--- config.mk ---
export PLATFORM = sky130hd
export DESIGN_NAME = fetch_stage
export DESIGN_NICKNAME = d
export VERILOG_FILES = /design/src/rtl/fetch_stage_pkg.sv /design/src/rtl/fetch_stage_instr_fields.sv /design/src/rtl/fetch_stage.sv
export SDC_FILE = /design/constraint.sdc
export NUM_CORES = 1
export LEC_CHECK = 0
export ABC_AREA = 1
export BUFFER_PORTS_ARGS = -buffer_cell sky130_fd_sc_hd__clkbuf_2
export CAP_MARGIN = 20
export CELL_PAD_IN_SITES_DETAIL_PLACEMENT = 0
export CELL_PAD_IN_SITES_GLOBAL_PLACEMENT = 1
export CORE_MARGIN = 5
export CORE_UTILIZATION = 32
export CTS_CLUSTER_SIZE = 25
export DETAILED_ROUTE_END_ITERATION = 8
export PLACE_DENSITY = 0.77
export SYNTH_ARGS = -nofsm -noshare
export SYNTH_HDL_FRONTEND = slang
export SYNTH_SLANG_ARGS = --single-unit
export TNS_END_PERCENT = 10
--- constraint.sdc ---
create_clock -name clk -period 1.8 [get_ports clk]
set_input_delay 0.36 -clock clk [delete_from_list [all_inputs] [get_ports clk]]
set_output_delay 0.36 -clock clk [all_outputs]
set_load 0.01 [all_outputs]
--- src/rtl/fetch_stage_pkg.sv ---
// Shared types and constants for the instruction fetch stage.
package fetch_stage_pkg;

  typedef enum logic {
    IDLE = 1'b0,
    REQ  = 1'b1
  } fetch_state_t;

  localparam logic [31:0] DEFAULT_RESET_PC = 32'h0000_0000;

  localparam int COND_HI  = 31;
  localparam int COND_LO  = 28;
  localparam int OP_HI    = 27;
  localparam int OP_LO    = 26;
  localparam int FUNCT_HI = 25;
  localparam int FUNCT_LO = 20;
  localparam int RN_HI    = 19;
  localparam int RN_LO    = 16;
  localparam int RD_HI    = 15;
  localparam int RD_LO    = 12;

  function automatic logic [31:0] word_align(input logic [31:0] addr);
    return {addr[31:2], 2'b00};
  endfunction

endpackage

--- src/rtl/fetch_stage_instr_fields.sv ---
// Combinational split of the instruction register into its decode fields.
module instr_fields
  import fetch_stage_pkg::*;
(
  input  logic [31:0] instr,
  output logic [3:0]  cond,
  output logic [1:0]  op,
  output logic [5:0]  funct,
  output logic [3:0]  rn,
  output logic [3:0]  rd
);

  assign cond  = instr[COND_HI:COND_LO];
  assign op    = instr[OP_HI:OP_LO];
  assign funct = instr[FUNCT_HI:FUNCT_LO];
  assign rn    = instr[RN_HI:RN_LO];
  assign rd    = instr[RD_HI:RD_LO];

  // Low immediate bits are decoded further down the datapath, not here.
  logic unused_low_bits;
  assign unused_low_bits = ^instr[RD_LO-1:0];

endmodule

--- src/rtl/fetch_stage.sv ---
// Instruction fetch stage: PC, IR, pending-PC handoff and fetch-timeout fault.
module fetch_stage
  import fetch_stage_pkg::*;
#(
  parameter logic [31:0] RESET_PC = DEFAULT_RESET_PC,
  parameter int          TIMEOUT  = 15
) (
  input  logic        clk,
  input  logic        reset,
  input  logic        IRWrite,
  input  logic        NextPC,
  input  logic        AdrSrc,
  input  logic [31:0] ResultIn,
  input  logic [31:0] MemRData,
  input  logic        MemReady,
  output logic        MemReq,
  output logic [31:0] Adr,
  output logic [31:0] PC,
  output logic [31:0] Instr,
  output logic [3:0]  Cond,
  output logic [1:0]  Op,
  output logic [5:0]  Funct,
  output logic [3:0]  Rn,
  output logic [3:0]  Rd,
  output logic        Stall,
  output logic        Fault
);

  localparam int CNT_W = (TIMEOUT < 1) ? 1 : $clog2(TIMEOUT + 1);
  localparam logic [CNT_W-1:0] TIMEOUT_CNT = CNT_W'(TIMEOUT);

  fetch_state_t     state_reg, state_next;
  logic [31:0]      pc_reg, pc_next;
  logic [31:0]      instr_reg, instr_next;
  logic [31:0]      pend_pc_reg, pend_pc_next;
  logic             pend_valid_reg, pend_valid_next;
  logic [CNT_W-1:0] wait_cnt_reg, wait_cnt_next;
  logic [CNT_W-1:0] wait_cnt_inc;
  logic             fault_reg, fault_next;

  always_ff @(posedge clk) begin
    if (reset) begin
      state_reg      <= IDLE;
      pc_reg         <= RESET_PC;
      instr_reg      <= '0;
      pend_pc_reg    <= '0;
      pend_valid_reg <= 1'b0;
      wait_cnt_reg   <= '0;
      fault_reg      <= 1'b0;
    end else begin
      state_reg      <= state_next;
      pc_reg         <= pc_next;
      instr_reg      <= instr_next;
      pend_pc_reg    <= pend_pc_next;
      pend_valid_reg <= pend_valid_next;
      wait_cnt_reg   <= wait_cnt_next;
      fault_reg      <= fault_next;
    end
  end

  assign wait_cnt_inc = wait_cnt_reg + 1'b1;

  always_comb begin
    state_next      = state_reg;
    pc_next         = pc_reg;
    instr_next      = instr_reg;
    pend_pc_next    = pend_pc_reg;
    pend_valid_next = pend_valid_reg;
    wait_cnt_next   = wait_cnt_reg;
    fault_next      = fault_reg;
    case (state_reg)
      IDLE: begin
        // A latched fault locks out the control unit until reset.
        if (!fault_reg) begin
          if (IRWrite) begin
            state_next      = REQ;
            pend_pc_next    = word_align(ResultIn);
            pend_valid_next = NextPC;
            wait_cnt_next   = '0;
          end else if (NextPC) begin
            pc_next = word_align(ResultIn);
          end
        end
      end
      REQ: begin
        if (MemReady) begin
          instr_next      = MemRData;
          if (pend_valid_reg) pc_next = pend_pc_reg;
          pend_valid_next = 1'b0;
          state_next      = IDLE;
        end else begin
          wait_cnt_next = wait_cnt_inc;
          if (wait_cnt_inc == TIMEOUT_CNT) begin
            fault_next      = 1'b1;
            pend_valid_next = 1'b0;
            state_next      = IDLE;
          end
        end
      end
      default: state_next = IDLE;
    endcase
  end

  // The address is held on PC for the whole request so memory sees a stable address.
  assign MemReq = (state_reg == REQ);
  assign Adr    = (state_reg == REQ) ? pc_reg : (AdrSrc ? ResultIn : pc_reg);
  assign Stall  = ((state_reg == IDLE) & IRWrite) | ((state_reg == REQ) & ~MemReady) | fault_reg;
  assign PC     = pc_reg;
  assign Instr  = instr_reg;
  assign Fault  = fault_reg;

  instr_fields u_fields (
    .instr (instr_reg),
    .cond  (Cond),
    .op    (Op),
    .funct (Funct),
    .rn    (Rn),
    .rd    (Rd)
  );

endmodule
==> results.md, run 1 <==
- Nets: 844
- Required time of the worst setup path: approximately 1.4 ns
- Wire length after detailed routing: 12.7 mm
- Delay of the slowest critical-path stage: 0.37 ns
- Share of synthesized flip-flops with an asynchronous set or reset: 0%
- Sequential area share after synthesis: 45.3%
- Clock-pin slew on the worst setup and hold paths: approximately 0.070 ns
- Y dimension of the die: 127 µm
- Pin count of the biggest net entering global routing: 51
- Worst Clk Skew: a little over 0.008 ns
- DRC: 0
- Number of stages on the worst hold path: 3
- Most common library cell in the layout ignoring fill and taps: clkbuf_2
- Main synth FF type: dfxtp_1
- Final design utilization: 43.1%
- Placeable core area: around 13,000 µm²
- Slowest-stage cell, CP: dfxtp_4
- Via/cell ratio: approximately 4.7
- Total Die Area: roughly 16,000 µm²
- Detail Route Antenna Nets: 0
- Total GRT Usage: roughly 15%
- Critical Path Source Type: flop
- Hold Slack: around 0.27 ns
- Number of antenna violations at the first check in global routing: 0
- Setup repair after global routing missed its margin: yes
- Flop and latch count out of synthesis: 99
- Via Count: 4,456
- Cell chain of the critical path: nor2_4 > inv_4 > buf_4 > o21ai_1 > clkbuf_2
- Half-perimeter wire length after detailed placement: ~9 mm
- Type of element capturing the critical path: output port
- Effective utilization at floorplan: 32.8%
- Worst vdd ir: 0.385 mV
- Routed len/inst: 13.3 µm
- Chip Width: 127 µm
- Overflow left after global routing: 0
- Gate count after technology mapping: 619
- Detailed-router iteration count before antenna repair: 5
- Highest clock frequency the design can meet: 570 MHz
- TritonCTS clock tree: built
- Max Transition Viols Final: 0
- Top library cells by usage in the layout, fill and taps aside: 162 x clkbuf_2, 128 x nor2_1, 98 x dfxtp_1
- Count of buffers inserted at the top-level ports: approximately 190
- Synth top area share: 45.3%
- Antenna diodes: 0
- Critical Setup Path Class: reg2out
- DP Worst Slack: 0.138 ns
- TritonCTS buffer count: 9
- Worst min path class: in2reg
- Clk sinks: 99
- # setup viols final: 0
- Leakage: roughly 0.0027 µW
- Fill cell total of the finished layout: ~1.4k
- Cell taking the most area after synthesis: dfxtp_1
- Outcome: finished, final reports clean
- Main area contributors after synthesis: dfxtp_1 45%, o21ai_0 13%, nor2_1 11%
- PD cells: 968 nW/µm²
- Routability cong.: ~0.91
- Unique masters post-synth: 24
- Period minus WS final: 1.76 ns
- CP max FO: 6
- Initial drt markers: 224
- Number of synthesized flops with an enable pin: 0
- Vias in the first global route: 4,082
- Area of the multi-input gates: 1870 µm²
- Hold Vio Cnt, Final: 0
- Placement Rows: 42
- CTS H-Tree Depth: 3
- Worst path setup slack after routing: 0.0441 ns
- Power after layout: 5560 µW
- Final Cycle Share: around 98%
- R2r worst-path depth: 7
- Number of flip-flops under the largest register name: 32
- Root Buffer Master: clkbuf_16
- Synth Area per Inst: 7.07 µm²
- I/O pin cnt: 189
- Number of warning messages in the yosys log: 0
- Largest buffer count on any clock path: 2
- Area grow syn2layout: 31.4%
- Sum Neg Setup Slack: 0 ns
- Synthesized cell area: 4370 µm²
- Max-capacitance violation count: 0
- Arrival time of data at the critical path endpoint: 1.40 ns
- Fraction of layout cells with a size suffix above 1: a little under a third
- First-pass GRT wire length: 19.8 mm
- Later-pin clock latency in the skew report: 0.34 ns
- Footprint of the flip-flops and latches: around 2000 µm²
==> where the power goes <==
| part | internal (µW) | switching, µW | total [µW] | leakage [µW] |
|---|---|---|---|---|
| Clock | 1230 | 862 | 2090 | 0.000149 |
| Sequential | 2350 | 107 | 2460 | 0.000816 |
| Combinational | 418 | 595 | 1010 | 0.00175 |
==> worst max-delay path: cells and delay by family, from the launching register on <==
family,cells,cell delay (ns)
buf+inv,3,0.39
flops,1,0.37
simple gates,1,0.12
compound gates,1,0.16
==> metrics by stage <==
stage                     instance area (µm²)  cells
after global routing                     5750    953
after global placement                   5340    934
after floorplan                          4380    620
after detailed placement                 5340    934
after CTS                                5710    952
final                                    5750    953
==> logic make-up (layout without fill, tap and decap cells) <==
family,Yosys count,in the layout,share of synthesized area [%]
AO/OA/AOI/OAI,194,194,22.3
buffers and inverters,108,265,12.4
AND/OR/NAND/NOR,215,215,19.3
other,1,2,0.0857
flip-flops,99,99,45.3
adder cells (fa/ha/maj),2,2,0.572
==> synthesized netlist by cell type, types with 2 or more instances <==
cell and n:
nor2_1 129, o21ai_0 114, dfxtp_1 99, nand2_1 74
o21ai_1 41, inv_1 38, a21oi_1 37, buf_4 23
clkbuf_1 22, buf_2 14, inv_2 6, nand3_1 6
buf_6 4, ha_1 2
==> final timing paths <==
kind                                         to  slack [ns]       startpoint
worst max-delay path                    Adr[29]        0.04           MemReq
worst min-delay path            pend_pc_reg[16]        0.27     ResultIn[16]
worst max register to register   pend_pc_reg[7]        0.36           MemReq
worst min register to register  pend_pc_reg[30]        0.45  pend_pc_reg[30]
==> area by class of cell <==
type                    count  area share (%)
repair buffers            204            20.3
clock buffers               9            3.92
multi-input cells         413            32.6
well taps                 176            3.83
flip-flops and latches     99            34.5
clock inverters             7            1.74
inverters                  45            3.03
==> per-layer routing <==
layer	track usage (%)	wire length [µm]
met4	4.98	191
met2	25.7	5840
met5	0	0
met1	18.9	5760
met3	3.03	904
==> timing repair <==
item,4_1_cts,5_1_grt
setup endpoints to repair,31,32
endpoints found under the hold margin,0,0
hold buffers,0,0
cloned,1,1
setup buffers,1,0
gates resized for setup,12,42
Note: power is estimated with default switching activity, not from simulation.
==> run 2: changes to the inputs <==
--- a/config.mk
+++ b/config.mk
@@ -10,6 +10,7 @@
 export CAP_MARGIN = 20
 export CELL_PAD_IN_SITES_DETAIL_PLACEMENT = 0
 export CELL_PAD_IN_SITES_GLOBAL_PLACEMENT = 1
+export CORE_ASPECT_RATIO = 1.1
 export CORE_MARGIN = 5
 export CORE_UTILIZATION = 32
 export CTS_CLUSTER_SIZE = 25
==> run 2 against run 1 <==
  * First-iteration DRC count is 10% lower
  * Largest power group unchanged
  * Via count is 0.67% higher
  * Cell count is 1.0% higher
  * Sequential power hardly changed
  * Critical path type unchanged
  * Die area hardly changed
  * Register-to-register slack worse by 0.04 ns
  * Clock-buffer cell count is 2 higher
  * Final area is 0.26% higher
  * Non-clock buffer count is 2 higher
  * Critical path depth stayed put
  * Fmax is 0.27% lower
  * Clock power is 7% lower
==> results.md, run 2 (same netlist as run 1, synthesis figures left out) <==
- Critical Setup Path Class: reg2out
- Number of stages on the worst hold path: 3
- Clk sinks: between 90 and 100
- Largest buffer count on any clock path: 2
- Worst Clk Skew: 0.00430 ns
- R2R Path End: PC[7]
- Top library cells by usage in the layout, fill and taps aside: 165 x clkbuf_2, 128 x nor2_1, 98 x dfxtp_1
- Hold Vio Cnt, Final: 0
- Wire length after detailed routing: around 13 mm
- Max-capacitance violation count: 0
- Routability cong.: 0.735
- Cts hold-fix bufs: 0
- Antenna diodes: 0
- Worst setup slack for register-to-register paths: about 0.32 ns
- Required time of the worst setup path: 1.44 ns
- Setup repair after global routing missed its margin: yes
- Y dimension of the die: 133 µm
- TritonCTS clock tree: built
- Worst vdd ir: 0.452 mV
- Pin count of the biggest net entering global routing: between 90 and 100
- PD cells: about 940 nW/µm²
- Type of element capturing the critical path: output port
- I/O pin cnt: about 190
- Routed len/inst: 13.3 µm
- Critical Path Source Type: flop
- Sum of buffers and inverters on the critical path: 3
- # setup viols final: 0
- Worst min path class: in2reg
- Vias in the first global route: between 4k and 5k
- Final design utilization: 43.3%
- Later-pin clock latency in the skew report: 0.34 ns
- Chip Width: 121 µm
- Critical Path Start: MemReq
- Leakage: 0.00273 µW
- Met2 Track Usage GR: 26.0%
- R2r worst-path depth: 8
- Max Transition Viols Final: 0
- Delay of the slowest critical-path stage: 0.36 ns
- Root Buffer Master: clkbuf_16
- Initial drt markers: 201
- Worst setup endpoint: Adr[4]
- Number of flip-flops under the largest register name: 32
- Detailed-router iteration count before antenna repair: 4
- CTS H-Tree Depth: 3
- Arrival time of data at the critical path endpoint: 1.40 ns
- Met1 layer usage reported by global route: 18.0%
- Most used routing layer in global routing: met2
- First-pass GRT wire length: approximately 20 mm
- Via/cell ratio: 4.66
- Via Count: between 4k and 5k
- Area grow syn2layout: 31.8%
- Most common library cell in the layout ignoring fill and taps: clkbuf_2
- Effective utilization at floorplan: 32.8%
- TritonCTS buffer count: 9
- Half-perimeter wire length after detailed placement: about 9 mm
- CP top delay family: buffers and inverters
- Slowest-stage cell, CP: dfxtp_4
- Overflow left after global routing: 0
- Outcome: finished, final reports clean
- Number of antenna violations at the first check in global routing: 0
- Cell chain of the critical path: nor2_4 > inv_6 > clkbuf_16 > o21ai_0 > buf_2
- Clock-pin slew on the worst setup and hold paths: about 0.07 ns
- Placeable core area: about 13,000 µm²
- DRC: 0
- Reg2Reg Launch Point: MemReq
- Total Die Area: 16,100 µm²
- Period minus WS final: 1.76 ns
- Detail Route Antenna Nets: 0
- Placement Rows: 44
- Count of buffers inserted at the top-level ports: 186
- Critical path depth: 5
- Highest clock frequency the design can meet: 568 MHz
- Final Cycle Share: 97.8%
- M3 GR Usage: between 3 and 4%
- Nets: ~850
- CP max FO: 16
- Sum Neg Setup Slack: 0 ns
- Fraction of layout cells with a size suffix above 1: 30.2%
- Total GRT Usage: 14.9%
-- run 2: worst min path at each step --
stage,start,end
floorplan,pend_pc_reg[30],pend_pc_reg[30]
CTS,ResultIn[15],pend_pc_reg[15]
global placement,pend_pc_reg[30],pend_pc_reg[30]
global route,MemRData[17],Instr[17]
finish,MemRData[3],Instr[3]
detailed placement,pend_pc_reg[30],pend_pc_reg[30]
-- run 2: power breakdown --
group          internal [µW]  total, µW  switching [µW]
Clock                   1110       1940             831
Combinational            428       1030             603
Sequential              2350       2460             107
Total                   3890       5430            1540
-- run 2: stage by stage --
step	instance area, µm²	setup WS [ns]	std cells	total power, µW	hold WS [ns]
floorplan	4380	0.227	620	3100	0.424
CTS	5660	0.00113	960	5470	0.253
global placement	5360	0.173	944	3480	0.438
global route	5760	-0.0217	963	5720	0.267
finish	5760	0.0394	963	5430	0.270
detailed placement	5360	0.183	944	3510	0.450
-- run 2: per-layer routing --
layer	routed length [µm]	up-vias
met5	0	-
li1	-	2281
met1	5680	2039
met4	172	0
met3	971	14
met2	5950	152
-- run 2: layout make-up --
type	instances	area, µm²
Sequential cell	99	1990
Clock inverter	5	52.6
Tap cell	184	230
Timing Repair Buffer	206	1200
Multi-Input combinational cell	413	1870
Inverter	45	179
Fill cell	1387	7560
Clock buffer	11	243
-- run 2: tightest hold or removal path, delay by kind of cell --
kind                   cells  cell delay (ns)
AND/OR/NAND/NOR            1             0.07
buffers and inverters      1             0.07
AO/OA/AOI/OAI              1             0.07
-- run 2: timing repair --
item                                   CTS  global route
setup endpoints to repair                1            31
endpoints found under the hold margin    0             0
gates resized for setup                  1            48
setup buffers                            0             0
cloned                                   0             3
pin swaps                                0             1
